<file path="src/rtl/hazard_ctrl_pkg.sv">
// hazard_ctrl_pkg: result-class, Tuse and mul/div codes shared by the hazard controller,
// plus the per-stage tag record and the single-source dependency test.
package hazard_ctrl_pkg;

   localparam logic [2:0] RES_NO  = 3'd0;
   localparam logic [2:0] RES_ALU = 3'd1;
   localparam logic [2:0] RES_DM  = 3'd2;
   localparam logic [2:0] RES_PC  = 3'd3;

   localparam logic [1:0] TUSE_NONE = 2'd3;

   localparam logic [1:0] MD_NONE = 2'd0;
   localparam logic [1:0] MD_MULT = 2'd1;
   localparam logic [1:0] MD_DIV  = 2'd2;

   typedef struct packed {
      logic [4:0] a3;
      logic [2:0] res;
      logic [1:0] tnew;
   } tag_t;

   // W only publishes destination and class; its Tnew is always 0
   typedef struct packed {
      logic [4:0] a3;
      logic [2:0] res;
   } wtag_t;

   localparam tag_t  TAG_BUBBLE  = '{a3: 5'd0, res: RES_NO, tnew: 2'd0};
   localparam wtag_t WTAG_BUBBLE = '{a3: 5'd0, res: RES_NO};

   function automatic logic dep_stall(input logic [4:0] src, input logic [1:0] tuse, input tag_t t);
      return (src != 5'd0) && (src == t.a3) && (tuse != TUSE_NONE) && (tuse < t.tnew);
   endfunction

endpackage

</file>
<file path="src/rtl/md_busy_cnt.sv">
// md_busy_cnt: HI/LO busy counter, loaded when a mult/div leaves E and counting down to 0.
module md_busy_cnt
   import hazard_ctrl_pkg::*;
#(
   parameter int unsigned MULT_CYCLES = 5,
   parameter int unsigned DIV_CYCLES  = 10
) (
   input  logic       clk,
   input  logic       reset,
   input  logic [1:0] md_op_e,
   output logic       md_busy
);

   localparam int unsigned MAX_CYCLES = (MULT_CYCLES > DIV_CYCLES) ? MULT_CYCLES : DIV_CYCLES;
   localparam int CW = $clog2(MAX_CYCLES + 1);

   logic [CW-1:0] cnt_q, cnt_d;

   always_comb begin
      cnt_d = (md_op_e == MD_MULT) ? CW'(MULT_CYCLES) :
              (md_op_e != MD_NONE) ? CW'(DIV_CYCLES)  :
              (cnt_q != '0)        ? cnt_q - CW'(1)   : cnt_q;
   end

   always_ff @(posedge clk or posedge reset) begin
      if (reset) cnt_q <= '0;
      else       cnt_q <= cnt_d;
   end

   assign md_busy = (cnt_q != '0) || (md_op_e != MD_NONE);

endmodule

</file>
<file path="src/rtl/hazard_ctrl.sv">
// hazard_ctrl: producer-side tag pipeline (E/M/W) and D-stage stall generation.
// Define MD_STALL_EN to add the HI/LO busy tracking for multiply/divide.
module hazard_ctrl
   import hazard_ctrl_pkg::*;
#(
   parameter int unsigned MULT_CYCLES = 5,
   parameter int unsigned DIV_CYCLES  = 10
) (
   input  logic       clk,
   input  logic       reset,
   input  logic [4:0] rs_d,
   input  logic [4:0] rt_d,
   input  logic [1:0] tuse_rs_d,
   input  logic [1:0] tuse_rt_d,
   input  logic [4:0] a3_d,
   input  logic [2:0] res_d,
   input  logic [1:0] tnew_d,
   input  logic [1:0] md_op_d,
   input  logic       md_use_d,
   output logic       stall,
   output logic [4:0] a3_e,
   output logic [4:0] a3_m,
   output logic [4:0] a3_w,
   output logic [2:0] res_e,
   output logic [2:0] res_m,
   output logic [2:0] res_w,
   output logic       md_busy
);

   tag_t  e_q, e_d, m_q, m_d;
   wtag_t w_q, w_d;
   logic  reg_stall, md_stall;

   always_comb begin
      reg_stall = dep_stall(rs_d, tuse_rs_d, e_q) || dep_stall(rs_d, tuse_rs_d, m_q) ||
                  dep_stall(rt_d, tuse_rt_d, e_q) || dep_stall(rt_d, tuse_rt_d, m_q);
      stall = reg_stall || md_stall;
      e_d = stall ? TAG_BUBBLE : tag_t'{a3: a3_d, res: res_d, tnew: tnew_d};
      m_d = tag_t'{a3: e_q.a3, res: e_q.res, tnew: (e_q.tnew != 2'd0) ? e_q.tnew - 2'd1 : 2'd0};
      w_d = wtag_t'{a3: m_q.a3, res: m_q.res};
   end

   always_ff @(posedge clk or posedge reset) begin
      if (reset) begin
         e_q <= TAG_BUBBLE;
         m_q <= TAG_BUBBLE;
         w_q <= WTAG_BUBBLE;
      end else begin
         e_q <= e_d;
         m_q <= m_d;
         w_q <= w_d;
      end
   end

   assign a3_e  = e_q.a3;
   assign a3_m  = m_q.a3;
   assign a3_w  = w_q.a3;
   assign res_e = e_q.res;
   assign res_m = m_q.res;
   assign res_w = w_q.res;

`ifdef MD_STALL_EN
   logic [1:0] md_op_e_q, md_op_e_d;

   assign md_op_e_d = stall ? MD_NONE : md_op_d;

   always_ff @(posedge clk or posedge reset) begin
      if (reset) md_op_e_q <= MD_NONE;
      else       md_op_e_q <= md_op_e_d;
   end

   md_busy_cnt #(
      .MULT_CYCLES (MULT_CYCLES),
      .DIV_CYCLES  (DIV_CYCLES)
   ) u_md_busy_cnt (
      .clk     (clk),
      .reset   (reset),
      .md_op_e (md_op_e_q),
      .md_busy (md_busy)
   );

   assign md_stall = md_use_d && md_busy;
`else
   localparam int unsigned unused_md_cycles = MULT_CYCLES + DIV_CYCLES;
   logic unused_md_in;

   assign unused_md_in = ^{md_op_d, md_use_d};
   assign md_busy      = 1'b0;
   assign md_stall     = 1'b0;
`endif

endmodule

</file>
<file path="config.mk">
export PLATFORM = sky130hd
export DESIGN_NAME = hazard_ctrl
export DESIGN_NICKNAME = d
export VERILOG_FILES = /design/src/rtl/hazard_ctrl_pkg.sv /design/src/rtl/md_busy_cnt.sv /design/src/rtl/hazard_ctrl.sv
export SDC_FILE = /design/constraint.sdc
export NUM_CORES = 1
export LEC_CHECK = 0
export BUFFER_PORTS_ARGS = -buffer_cell sky130_fd_sc_hd__buf_2
export CORE_MARGIN = 2
export CORE_UTILIZATION = 40
export CTS_BUF_LIST = sky130_fd_sc_hd__clkbuf_8
export CTS_CLUSTER_DIAMETER = 200
export CTS_CLUSTER_SIZE = 16
export DETAILED_ROUTE_END_ITERATION = 16
export GPL_ROUTABILITY_DRIVEN = 0
export GPL_TIMING_DRIVEN = 1
export PLACE_DENSITY = 0.75
export SETUP_SLACK_MARGIN = 0.5
export SLEW_MARGIN = 20
export SYNTH_ARGS = -nofsm -noshare
export SYNTH_HDL_FRONTEND = slang
export SYNTH_HIERARCHICAL = 1
export SYNTH_SLANG_ARGS = --single-unit
export TNS_END_PERCENT = 10
</file>
<file path="constraint.sdc">
create_clock -name clk -period 1.8 [get_ports clk]
set_input_delay 0.27 -clock clk [delete_from_list [all_inputs] [get_ports clk]]
set_output_delay 0.27 -clock clk [all_outputs]
set_load 0.02 [all_outputs]
</file>
==> impl_table.tex <==
\begin{tabular}{lr}
\hline
Metric & Value \\
\hline
\multicolumn{2}{l}{\textbf{Logic synthesis}} \\
Net count of the mapped netlist & 139 \\
Unique masters post-synth & 18 \\
Number of register bits inferred by synthesis & 28 \\
Mean cell area of the mapped netlist & 12.7 sq um \\
Synthesized cell area & 1350 sq um \\
Top post-synthesis cells by area & sky130\_fd\_sc\_hd\_\_dfrtp\_1, sky130\_fd\_sc\_hd\_\_buf\_4, sky130\_fd\_sc\_hd\_\_xnor2\_1 \\
Proportion of netlist area held by the largest area contributor & 0.519 \\
Cells after synthesis & 106 \\
Most area-hungry cell type in the Yosys netlist & sky130\_fd\_sc\_hd\_\_dfrtp\_1 \\
Fraction of the yosys area taken by sequential cells & 0.519 \\
Syn. warnings & 6 \\
\multicolumn{2}{l}{\textbf{Timing}} \\
Final critical-path share of the clock period & 1.31 \\
Hold violation total from the final report & 0 \\
Final setup violation count & 11 \\
Max Fclk & 426 MHz \\
Clock Skews & 0.00445 ns \\
Unrepaired setup endpoints after global routing & yes \\
Max-slew violation count & 0 \\
Final min period & 2.35 ns \\
Final setup margin & -0.549 ns \\
\multicolumn{2}{l}{\textbf{Critical path}} \\
Data required time at the worst endpoint & 1.53 ns \\
Worst EP arrival & 2.08 ns \\
Worst setup path class & flip-flop to output pin \\
Highest net fanout along the worst path & 3 \\
Worst setup SP type & flip-flop \\
Nature of the critical path endpoint & output pin \\
Start of the worst register-to-register path & m\_q[1] \\
Worst setup startpoint & e\_q[1] \\
Slowest-stage cell, CP & sky130\_fd\_sc\_hd\_\_dfrtp\_1 \\
Reg2reg setup slack & -0.23 ns \\
Cell breakdown of the critical path & inv\_2 -> ha\_4 -> a2111oi\_4 -> nand4\_1 -> a221oi\_2 -> or2\_4 -> buf\_6 \\
Slowest stage delay, CP & 0.40 ns \\
\multicolumn{2}{l}{\textbf{Power}} \\
Peak ir drop on the vdd network & 0.386 mV \\
Pwr Density & 853 nW/um\^{}2 \\
Standby leakage power & 0.845 nW \\
\multicolumn{2}{l}{\textbf{Clock tree}} \\
Clock Pin Slew Worst Setup and Hold Paths & 0.09 ns \\
Number of H-tree levels & 1 \\
TritonCTS clock tree & built \\
CTS buffer count & 3 \\
Source-to-sink clock delay at the later pin of the worst-skew pair & 0.27 ns \\
Clock Tree Buf Depth & 2 \\
Clock sinks & 28 \\
Clock root buffer master & sky130\_fd\_sc\_hd\_\_clkbuf\_8 \\
\multicolumn{2}{l}{\textbf{Global routing}} \\
Initial antenna violation count & 0 \\
Pin count of the biggest net entering global routing & 19 \\
Wire length of the first global-routing pass & 4120 um \\
Via count of the first global-routing pass & 927 \\
Global-route total usage across every layer & 0.153 \\
Overall overflow remaining after global route & 0 \\
\multicolumn{2}{l}{\textbf{Floorplan}} \\
Initial core utilization & 0.411 \\
Width of the die & 62.1 um \\
Floorplan die area & 3860 sq um \\
Standard-cell rows & 21 \\
Chip height & 62.1 um \\
CORE AREA & 3280 sq um \\
Number of top-level design ports & 55 \\
\multicolumn{2}{l}{\textbf{Finish}} \\
Non-filler cells in the finished layout & 208 \\
Ratio of cells with drive above 1 in the final layout & 0.519 \\
Area growth, synth to finish & 34.7\% \\
Number of inserted diodes & 0 \\
Post-route cell area & 1820 sq um \\
Net total in the final layout & 196 \\
\multicolumn{2}{l}{\textbf{Worst hold path}} \\
Class of the worst hold path & input port to flip-flop \\
Critical hold path startpoint & a3\_d[3] \\
\multicolumn{2}{l}{\textbf{Place}} \\
Cell area after placement & 1650 sq um \\
Placed cell count & 201 \\
Number of port buffers & 50 \\
Detail Placement HPWL & 2280 um \\
\multicolumn{2}{l}{\textbf{Route}} \\
Number of vias per cell & 4.63 \\
DRC violation count after routing & 0 \\
Routed wire length & 2890 um \\
Routed Antenna Nets & 0 \\
DRT Pass-1 Iters & 4 \\
Via count & 962 \\
Average routed wire per standard cell & 13.9 um \\
Initial DRC Count & 53 \\
\multicolumn{2}{l}{\textbf{Status}} \\
Violated checks & negative setup slack \\
Result of the run & finished with violations \\
\multicolumn{2}{l}{\textbf{Flow run}} \\
Max-capacitance violation count & 0 \\
\hline
\end{tabular}
[per-stage QoR]
stage,util,hold slack [ns],setup TNS (ns),worst slack [ns],power (W)
floorplan,-,0.335,-0.00799,-0.00799,0.000937
global placement,0.501,0.241,-0.868,-0.245,0.00103
detailed placement,0.501,0.269,-1.62,-0.311,0.00104
CTS,0.545,0.235,-3.06,-0.566,0.00155
global route,0.554,0.228,-4.39,-0.664,0.00162
finish,0.554,0.241,-2.82,-0.549,0.00155
[synth_stat cells (all sizes together)]
cell / n
ha: 4
nor2: 3
nor3b: 10
buf: 19
xnor2: 12
a2111oi: 4
conb: 1
and2: 1
dfrtp: 28
a221oi: 2
or2: 1
xor2: 8
nand4: 4
inv: 3
nand2b: 4
or4: 2
[critical path: cells and delay by family, from the launching register on]
kind	cells	cell delay (ns)
AOI/OAI and AO/OA	2	0.65
DFF	1	0.40
and+or+nand+nor	2	0.34
buffers and inverters	2	0.21
adders and majority gates	1	0.21
[per-layer routing]
| layer | track usage | wire length (um) |
|---|---|---|
| met3 | 0.0352 | 164 |
| met4 | 0.0760 | 54 |
| met5 | 0 | 0 |
| met1 | 0.188 | 1210 |
| met2 | 0.251 | 1460 |
[worst paths after layout]
path / end / depth (start not counted)
setup / recovery: stall / 7
hold / removal: a3_e[3] / 2
setup reg to reg: res_e[0] / 9
hold reg to reg: res_w[2] / 0
max in group asynchronous: a3_w[1] / 4
min in group asynchronous: res_w[2] / 3
[logic make-up after synthesis]
group           synth area share
other cells              0.00278
fa+ha+maj                 0.0371
xor+xnor                   0.130
flops                      0.519
compound gates            0.0667
buf+inv                    0.120
simple gates               0.125
[placed cells by master (no fill, tap or decap)]
| cell | instances |
|---|---|
| sky130_fd_sc_hd__inv_1 | 2 |
| sky130_fd_sc_hd__buf_6 | 7 |
| sky130_fd_sc_hd__ha_4 | 1 |
| sky130_fd_sc_hd__nand2b_1 | 4 |
| sky130_fd_sc_hd__nor2_1 | 3 |
| sky130_fd_sc_hd__nor3b_2 | 1 |
| sky130_fd_sc_hd__nor3b_1 | 9 |
| sky130_fd_sc_hd__inv_2 | 1 |
| sky130_fd_sc_hd__nand4_1 | 4 |
| sky130_fd_sc_hd__a2111oi_4 | 2 |
| sky130_fd_sc_hd__xor2_1 | 8 |
| sky130_fd_sc_hd__a221oi_2 | 2 |
| sky130_fd_sc_hd__bufinv_16 | 1 |
| sky130_fd_sc_hd__dlygate4sd3_1 | 1 |
| sky130_fd_sc_hd__xnor2_1 | 12 |
| sky130_fd_sc_hd__a2111oi_2 | 2 |
| sky130_fd_sc_hd__clkbuf_8 | 3 |
| sky130_fd_sc_hd__conb_1 | 1 |
| sky130_fd_sc_hd__ha_1 | 3 |
| sky130_fd_sc_hd__or4_1 | 2 |
| sky130_fd_sc_hd__dfrtp_1 | 28 |
| sky130_fd_sc_hd__buf_2 | 45 |
| sky130_fd_sc_hd__and2_1 | 1 |
| sky130_fd_sc_hd__or2_4 | 1 |
| sky130_fd_sc_hd__buf_4 | 18 |
[repair_timing]
item                                    4_1_cts  5_1_grt
hold endpoints to repair                     10        0
hold buffers                                  1        0
gates resized for setup                       6        9
setup buffers                                 2        0
endpoints found under the setup margin       11       15
gates cloned                                  0        0
pin swaps                                     6        3
[report_power, final]
group          internal [W]  switching (W)  total [W]
Clock              0.000298       0.000188   0.000486
Combinational      0.000165       0.000186   0.000351
Sequential         0.000678      0.0000353   0.000713
Total               0.00114       0.000410    0.00155
[area by class of cell]
| class | count | area (sq um) |
|---|---|---|
| Fill cell | 276 | 1470 |
| Sequential cell | 28 | 701 |
| Multi-Input combinational cell | 56 | 528 |
| Timing Repair Buffer | 71 | 449 |
| Tap cell | 46 | 57.6 |
| Clock buffer | 3 | 41.3 |
| Clock inverter | 1 | 30.0 |
| Inverter | 3 | 11.3 |
[registers in the layout (all words and copies together), names as in the netlist]
signal  count
res_w       3
res_m       3
res_e       3
m_q         2
a3_w        5
a3_e        5
e_q         2
a3_m        5
Power figures use the tool's default switching activity.
